<file path="src/rtl/rv_fetch_pkg.sv">
// Shared fetch types: word width, canonical NOP encoding, ring entry layout
// and a ceiling-log2 helper for sizing the ring pointers.
package rv_fetch_pkg;

    localparam int XLEN = 32;
    localparam logic [XLEN-1:0] RV_NOP = 32'h0000_0013;

    typedef struct packed {
        logic [XLEN-1:0] pc;
        logic [XLEN-1:0] data;
    } fetch_entry_t;

    function automatic int log2_ceil(input int value);
        int r;
        r = 0;
        while ((1 << r) < value) r++;
        return r;
    endfunction

endpackage

</file>
<file path="src/rtl/instr_fetch_unit_if.sv">
// Fetch unit boundary: PC request in, memory request/response, decode output, flush.
// master = the fetch unit itself, slave = the surrounding PC/memory/decode logic.
interface instr_fetch_unit_if;
    import rv_fetch_pkg::*;

    logic [XLEN-1:0] pc;
    logic            pc_valid;
    logic            pc_ready;
    logic            mem_req_valid;
    logic [XLEN-1:0] mem_req_addr;
    logic            mem_req_ready;
    logic            mem_rsp_valid;
    logic [XLEN-1:0] mem_rsp_data;
    logic            flush;
    logic            inst_valid;
    logic            inst_ready;
    logic [XLEN-1:0] inst_pc;
    logic [XLEN-1:0] inst_data;

    modport master (
        input  pc, pc_valid, mem_req_ready, mem_rsp_valid, mem_rsp_data, flush, inst_ready,
        output pc_ready, mem_req_valid, mem_req_addr, inst_valid, inst_pc, inst_data
    );

    modport slave (
        output pc, pc_valid, mem_req_ready, mem_rsp_valid, mem_rsp_data, flush, inst_ready,
        input  pc_ready, mem_req_valid, mem_req_addr, inst_valid, inst_pc, inst_data
    );

endinterface

</file>
<file path="src/rtl/fetch_ring.sv">
// In-order {pc, data} ring with alloc/fill/pop pointers; head visible one cycle after fill.
// Latency: fill -> head_vld next cycle. Backpressure: caller must not alloc past DEPTH.
module fetch_ring
    import rv_fetch_pkg::*;
#(
    parameter int DEPTH = 2
) (
    input  logic                         clk,
    input  logic                         reset,
    input  logic                         clear,
    input  logic                         alloc,
    input  logic [XLEN-1:0]              alloc_pc,
    input  logic                         fill,
    input  logic [XLEN-1:0]              fill_data,
    input  logic                         pop,
    output logic [log2_ceil(DEPTH):0]    alloc_cnt,
    output logic [log2_ceil(DEPTH):0]    pend_cnt,
    output logic                         head_vld,
    output fetch_entry_t                 head
);

    localparam int AW = log2_ceil(DEPTH);
    localparam int PW = AW + 1;

    // Extra MSB on each pointer separates a full ring from an empty one.
    logic [PW-1:0] wr, rsp, rd;
    fetch_entry_t  ring [DEPTH];

    always_ff @(posedge clk or negedge reset) begin
        if (!reset) begin
            wr  <= '0;
            rsp <= '0;
            rd  <= '0;
        end else if (clear) begin
            wr  <= '0;
            rsp <= '0;
            rd  <= '0;
        end else begin
            if (alloc) wr  <= wr  + PW'(1);
            if (fill)  rsp <= rsp + PW'(1);
            if (pop)   rd  <= rd  + PW'(1);
        end
    end

    always_ff @(posedge clk or negedge reset) begin
        if (!reset) begin
            for (int i = 0; i < DEPTH; i++) ring[i] <= '0;
        end else begin
            if (alloc) ring[wr[AW-1:0]].pc    <= alloc_pc;
            if (fill)  ring[rsp[AW-1:0]].data <= fill_data;
        end
    end

    assign alloc_cnt = wr - rd;
    assign pend_cnt  = wr - rsp;
    assign head_vld  = (rsp != rd);
    assign head      = ring[rd[AW-1:0]];

endmodule

</file>
<file path="src/rtl/instr_fetch_unit.sv">
// Issues in-order I-mem reads per PC, pairs responses with their PC, presents them to decode.
// Latency: response cycle M -> inst_valid in M+1. Backpressure: registered credit, stale drops hold credit.
module instr_fetch_unit
    import rv_fetch_pkg::*;
#(
    parameter int DEPTH = 2
) (
    input  logic               clk,
    input  logic               reset,
    instr_fetch_unit_if.master bus
);

    localparam int PW = log2_ceil(DEPTH) + 1;

    logic [PW-1:0] alloc_cnt;
    logic [PW-1:0] pend_cnt;
    logic [PW-1:0] drop_cnt;
    logic          credit;
    logic          alloc;
    logic          fill;
    logic          drop;
    logic          pop;
    logic          head_vld;
    fetch_entry_t  head;

    // Credit uses registered counts only, so a same-cycle pop never frees a slot.
    assign credit = ({1'b0, alloc_cnt} + {1'b0, drop_cnt}) < (PW+1)'(DEPTH);

    assign bus.mem_req_valid = bus.pc_valid & credit & ~bus.flush & reset;
    assign bus.mem_req_addr  = {bus.pc[XLEN-1:2], 2'b00};
    assign bus.pc_ready      = bus.mem_req_valid & bus.mem_req_ready;

    assign alloc = bus.pc_ready;
    assign drop  = bus.mem_rsp_valid & (drop_cnt != '0);
    assign fill  = bus.mem_rsp_valid & (drop_cnt == '0) & ~bus.flush;
    assign pop   = head_vld & bus.inst_ready & ~bus.flush;

    fetch_ring #(
        .DEPTH (DEPTH)
    ) u_ring (
        .clk       (clk),
        .reset     (reset),
        .clear     (bus.flush),
        .alloc     (alloc),
        .alloc_pc  (bus.pc),
        .fill      (fill),
        .fill_data (bus.mem_rsp_data),
        .pop       (pop),
        .alloc_cnt (alloc_cnt),
        .pend_cnt  (pend_cnt),
        .head_vld  (head_vld),
        .head      (head)
    );

    // On flush every in-flight read becomes a drop; a response landing in that cycle retires one.
    always_ff @(posedge clk or negedge reset) begin
        if (!reset) begin
            drop_cnt <= '0;
        end else if (bus.flush) begin
            drop_cnt <= drop_cnt + pend_cnt - PW'(bus.mem_rsp_valid);
        end else if (drop) begin
            drop_cnt <= drop_cnt - PW'(1);
        end
    end

    assign bus.inst_valid = head_vld;
    assign bus.inst_pc    = head.pc;
    assign bus.inst_data  = head.data;

    a_no_orphan_rsp: assert property (@(posedge clk) disable iff (!reset)
        !(bus.mem_rsp_valid && (pend_cnt == '0) && (drop_cnt == '0)));

    a_drop_bound: assert property (@(posedge clk) disable iff (!reset)
        drop_cnt <= PW'(DEPTH));

endmodule

</file>
<file path="src/flat_wrapper.sv">
// flat-port wrapper written by rule: the top's interface ports become plain ports
module instr_fetch_unit_flat import rv_fetch_pkg::*;
#(
    parameter int DEPTH = 2
)
  (clk, reset, bus_pc, bus_pc_valid, bus_mem_req_ready, bus_mem_rsp_valid, bus_mem_rsp_data, bus_flush, bus_inst_ready, bus_pc_ready, bus_mem_req_valid, bus_mem_req_addr, bus_inst_valid, bus_inst_pc, bus_inst_data);
  instr_fetch_unit_if bus_i ();
  input  logic clk;
  input  logic reset;
  input wire logic [$bits(bus_i.pc)-1:0] bus_pc;
  input wire logic [$bits(bus_i.pc_valid)-1:0] bus_pc_valid;
  input wire logic [$bits(bus_i.mem_req_ready)-1:0] bus_mem_req_ready;
  input wire logic [$bits(bus_i.mem_rsp_valid)-1:0] bus_mem_rsp_valid;
  input wire logic [$bits(bus_i.mem_rsp_data)-1:0] bus_mem_rsp_data;
  input wire logic [$bits(bus_i.flush)-1:0] bus_flush;
  input wire logic [$bits(bus_i.inst_ready)-1:0] bus_inst_ready;
  output wire logic [$bits(bus_i.pc_ready)-1:0] bus_pc_ready;
  output wire logic [$bits(bus_i.mem_req_valid)-1:0] bus_mem_req_valid;
  output wire logic [$bits(bus_i.mem_req_addr)-1:0] bus_mem_req_addr;
  output wire logic [$bits(bus_i.inst_valid)-1:0] bus_inst_valid;
  output wire logic [$bits(bus_i.inst_pc)-1:0] bus_inst_pc;
  output wire logic [$bits(bus_i.inst_data)-1:0] bus_inst_data;
  assign bus_i.pc = bus_pc;
  assign bus_i.pc_valid = bus_pc_valid;
  assign bus_i.mem_req_ready = bus_mem_req_ready;
  assign bus_i.mem_rsp_valid = bus_mem_rsp_valid;
  assign bus_i.mem_rsp_data = bus_mem_rsp_data;
  assign bus_i.flush = bus_flush;
  assign bus_i.inst_ready = bus_inst_ready;
  assign bus_pc_ready = bus_i.pc_ready;
  assign bus_mem_req_valid = bus_i.mem_req_valid;
  assign bus_mem_req_addr = bus_i.mem_req_addr;
  assign bus_inst_valid = bus_i.inst_valid;
  assign bus_inst_pc = bus_i.inst_pc;
  assign bus_inst_data = bus_i.inst_data;
  instr_fetch_unit #(.DEPTH(DEPTH)) u_core (.clk(clk), .reset(reset), .bus(bus_i));
endmodule
</file>
<file path="config.mk">
export PLATFORM = sky130hd
export DESIGN_NAME = instr_fetch_unit_flat
export DESIGN_NICKNAME = d
export VERILOG_FILES = /design/src/rtl/rv_fetch_pkg.sv /design/src/rtl/instr_fetch_unit_if.sv /design/src/rtl/fetch_ring.sv /design/src/rtl/instr_fetch_unit.sv /design/src/flat_wrapper.sv
export SDC_FILE = /design/constraint.sdc
export NUM_CORES = 1
export LEC_CHECK = 0
export CAP_MARGIN = 20
export CORE_UTILIZATION = 49
export CTS_CLUSTER_DIAMETER = 30
export DETAILED_ROUTE_END_ITERATION = 6
export GPL_ROUTABILITY_DRIVEN = 0
export PLACE_DENSITY = 0.8
export SYNTH_ARGS = -nofsm -noshare
export SYNTH_HDL_FRONTEND = slang
export SYNTH_SLANG_ARGS = --single-unit
</file>
<file path="constraint.sdc">
create_clock -name clk -period 3.87 [get_ports clk]
set_clock_uncertainty 0.2 [all_clocks]
set_input_delay 0.5805 -clock clk [delete_from_list [all_inputs] [get_ports clk]]
set_output_delay 0.5805 -clock clk [all_outputs]
set_load 0.005 [all_outputs]
</file>
==> impl_results.md <==
* Post-Synth Adder-Cell Area at 0.01542
* Final ANT Viol Nets at 0
* Root buffer cell: clkbuf_16
* Die ar. at 13380 sq um
* PD cells at 737.3 nW/um^2
* HPWL after detailed placement at between 8 and 9 mm
* Xor and xnor area share after synthesis at 0.02076
* Clk pin slew, worst setup/hold paths at around 0.050 ns
* CP endpoint kind: primary output
* Tmin final at 3.605 ns
* Final Max Slew Viols at 0
* NetSw at 1630 uW
* Worst setup SP type: flop
* Final hold violations at 0
* LEAKAGE at ~0.0038 uW
* Placed cells at about 730
* Total grt overflow at 0
* Vias/cell at 5.109
* Setup WS post-layout at roughly 0.26 ns
* Final Cycle Share at 0.9316
* # rows at ~40
* Slowest CP cell: fa_1
* Seq/Total Area, Yosys at 0.5377
* Status: completed
* Flops & latches, synth at ~140
* Most common flop cell mapped by yosys: dfrtp_1
* Layout area overhead at 34.30%
* Final hold slack at about 0.28 ns
* Max_cap viols at 0
* IO Count at 170
* Cts bufs inserted at 17
* CTS tree: built
* Tot GR Track Use at 0.2035
* Layout cells sized above 1 at 0.3345
* Setup violations, final at 0
* Unique masters post-synth at 27
* Reg power frac at 0.350
* Total number of vias at approximately 3900
* Worst slew pin tran at slightly below 1 ns
* Met2 routed WL at around 6.1 mm
* CTS Buffer Depth at 2
* Clock sink total at about 140
* Width of the die at ~120 um
* Post-Syn Instances at 436
* CP Max Fanout at 3
* RSZ-0062 raised after global routing: no
* Post-cts resize count at 0
* Critical Path, Cell by Cell: inv_1 > ha_1 > xnor2_1 > xnor2_1 > fa_1 > and3b_1 > nand2_1 > inv_1 > clkdlybuf4s50_1
* Non-filler cells in the finished layout at approximately 760
* First-pass GRT wire length at between 20 and 25 mm
* Post-Synth Simple-Gate Area at 0.01779
* Mapped Avg Cell Area at 14.52 sq um
* Starting density of the core at 0.5016
* Ant diodes at 0
* Post-synthesis mux area share at 0.3416
* Met3 WL at around 1.2 mm
* Top routing layer in use: met4
* Comb power frac at 0.405
* Rel. slew slack at 0.3573
* Wirelength per Cell at ~17 um
* DRC errors left at 0
* Core ar. at between 10000 and 15000 sq um
* Number of global-route vias before repair at ~4200
* Post-synth EDFFs at 0
* CP peak stage delay at 0.51 ns
* Pint at approximately 4600 uW
* Mapped Area at 6330 sq um
* Worst ir drop on vdd at 435.6 uV
* Clk pwr share at 0.245
* Switching Share at 0.2601
* Min-delay worst type: flop to flop
* Accumulated negative setup slack at 0 ns
* Yosys warns at 0
* Port buffer count at between 150 and 200
* Compound-Gate Fraction of Synth Area at 0.004744
* Worst-Skew Late Latency at 0.41 ns
* Post-Place Worst Slack at 0.6918 ns
* Die height at 115.7 um
* DR pass1 iterations at 4
* Worst setup path category: flop to primary output
* Crit-path leading delay family: adder cells
* Post-synth ARST share at 1.000
* Largest family of logic cells by synthesized area: multiplexers
* Final wirelength at between 10 and 15 mm
* Largest net degree at the start of global routing at just under 70
* Final nets at 656
* Critical path buffers and inverters at 3
* Required @ worst endpoint at 3.09 ns
* Maximum clock frequency at 0.2774 GHz
* Iteration-0 DRC Markers at 105
* CTS HTree Levels at 4
* Met1 WL at between 5 and 6 mm
* Initial antenna violation count at 0
* Critical Path AT at between 2 and 3 ns
==> path summary, 6_finish.rpt <==
check                           depth (start not counted)                      end  slack, ns                    from
worst min-delay path                                    1   u_core.u_ring.ring[61]       0.28  u_core.u_ring.ring[61]
max in group asynchronous                               4  u_core.u_ring.ring[100]       1.39                   reset
worst max register to register                         10  u_core.u_ring.ring[107]       0.81     u_core.u_ring.wr[0]
worst max-delay path                                    9             bus_pc_ready       0.26     u_core.u_ring.wr[0]
worst min register to register                          1   u_core.u_ring.ring[61]       0.28  u_core.u_ring.ring[61]
min in group asynchronous                               2     u_core.u_ring.rsp[1]       0.42                   reset
==> synth_stat cells (2+ instances only) <==
library cell	number	area [sq um]
mux2_2	158	1779
dfrtp_1	136	3403
fa_1	3	60.06
buf_2	11	55.05
o21ai_0	2	10.01
and3_1	3	18.77
nor2_1	8	30.03
buf_4	35	262.8
buf_6	3	33.78
mux2_1	34	382.9
buf_1	3	11.26
nand2b_1	2	12.51
ha_1	3	37.54
nand2_1	4	15.01
xor2_1	6	52.55
xnor2_1	9	78.83
inv_1	6	22.52
==> power by group through the flow <==
stage / Clock, uW / Sequential [uW] / Combinational [uW]
CTS: 1570 / 2200 / 2580
global placement: 0 / 2170 / 2490
floorplan: 0 / 2130 / 1350
global route: 1630 / 2260 / 2750
detailed placement: 0 / 2220 / 2550
finish: 1530 / 2190 / 2540
==> placed cells by master, fill, tap and decap left out, types with 7 or more instances in the layout <==
cell type / instances
mux2_2: 158
nor2_1: 8
mux2_1: 34
buf_4: 8
clkbuf_16: 17
dfrtp_1: 135
xnor2_1: 9
clkbuf_8: 7
clkdlybuf4s50_1: 166
==> timing repair <==
| item | CTS | global route |
|---|---|---|
| setup buffers | 0 | 0 |
| hold buffers | 1 | 0 |
| hold endpoints to repair | 21 | 0 |
| setup endpoints to repair | 0 | 0 |
==> cell type report <==
cell class | count | area, sq um
inverter | 6 | 22.52
tap | 172 | 215.2
fill | 925 | 4119
timing repair buffer | 176 | 1743
clock inverter | 2 | 35.03
multi-input combinational | 242 | 2547
clock buffer | 27 | 533.0
sequential | 136 | 3405
==> registers in the layout, summed over array words and instances (netlist names) <==
| register | cells |
|---|---|
| u_core.u_ring.rd | 2 |
| u_core.u_ring.ring | 128 |
| u_core.u_ring.rsp | 2 |
| u_core.drop_cnt | 2 |
| u_core.u_ring.wr | 2 |
==> routing by layer <==
layer | track usage | up-vias
li1 | - | 1781
met5 | 0 | -
met2 | 0.3377 | 140
met1 | 0.2356 | 1945
met4 | 0.07521 | 0
met3 | 0.08630 | 22
==> metrics by stage <==
stage	power, uW	utilization	cell area (sq um)
6_report	6267	0.6736	8501
5_1_grt	6641	0.6736	8501
4_1_cts	6343	0.6736	8501
3_5_place_dp	4770	0.6278	7923
3_3_place_gp	4662	0.6278	7923
2_1_floorplan	3486	-	6334
==> kinds of logic after synthesis <==
kind of cell | Yosys count
muxes | 192
DFF | 136
buffers and inverters | 59
and+or+nand+nor | 22
xor gates and xnor gates | 15
adders and majority gates | 6
AOI/OAI and AO/OA | 5
other | 1
No activity file was read; power rests on OpenSTA's default activity.
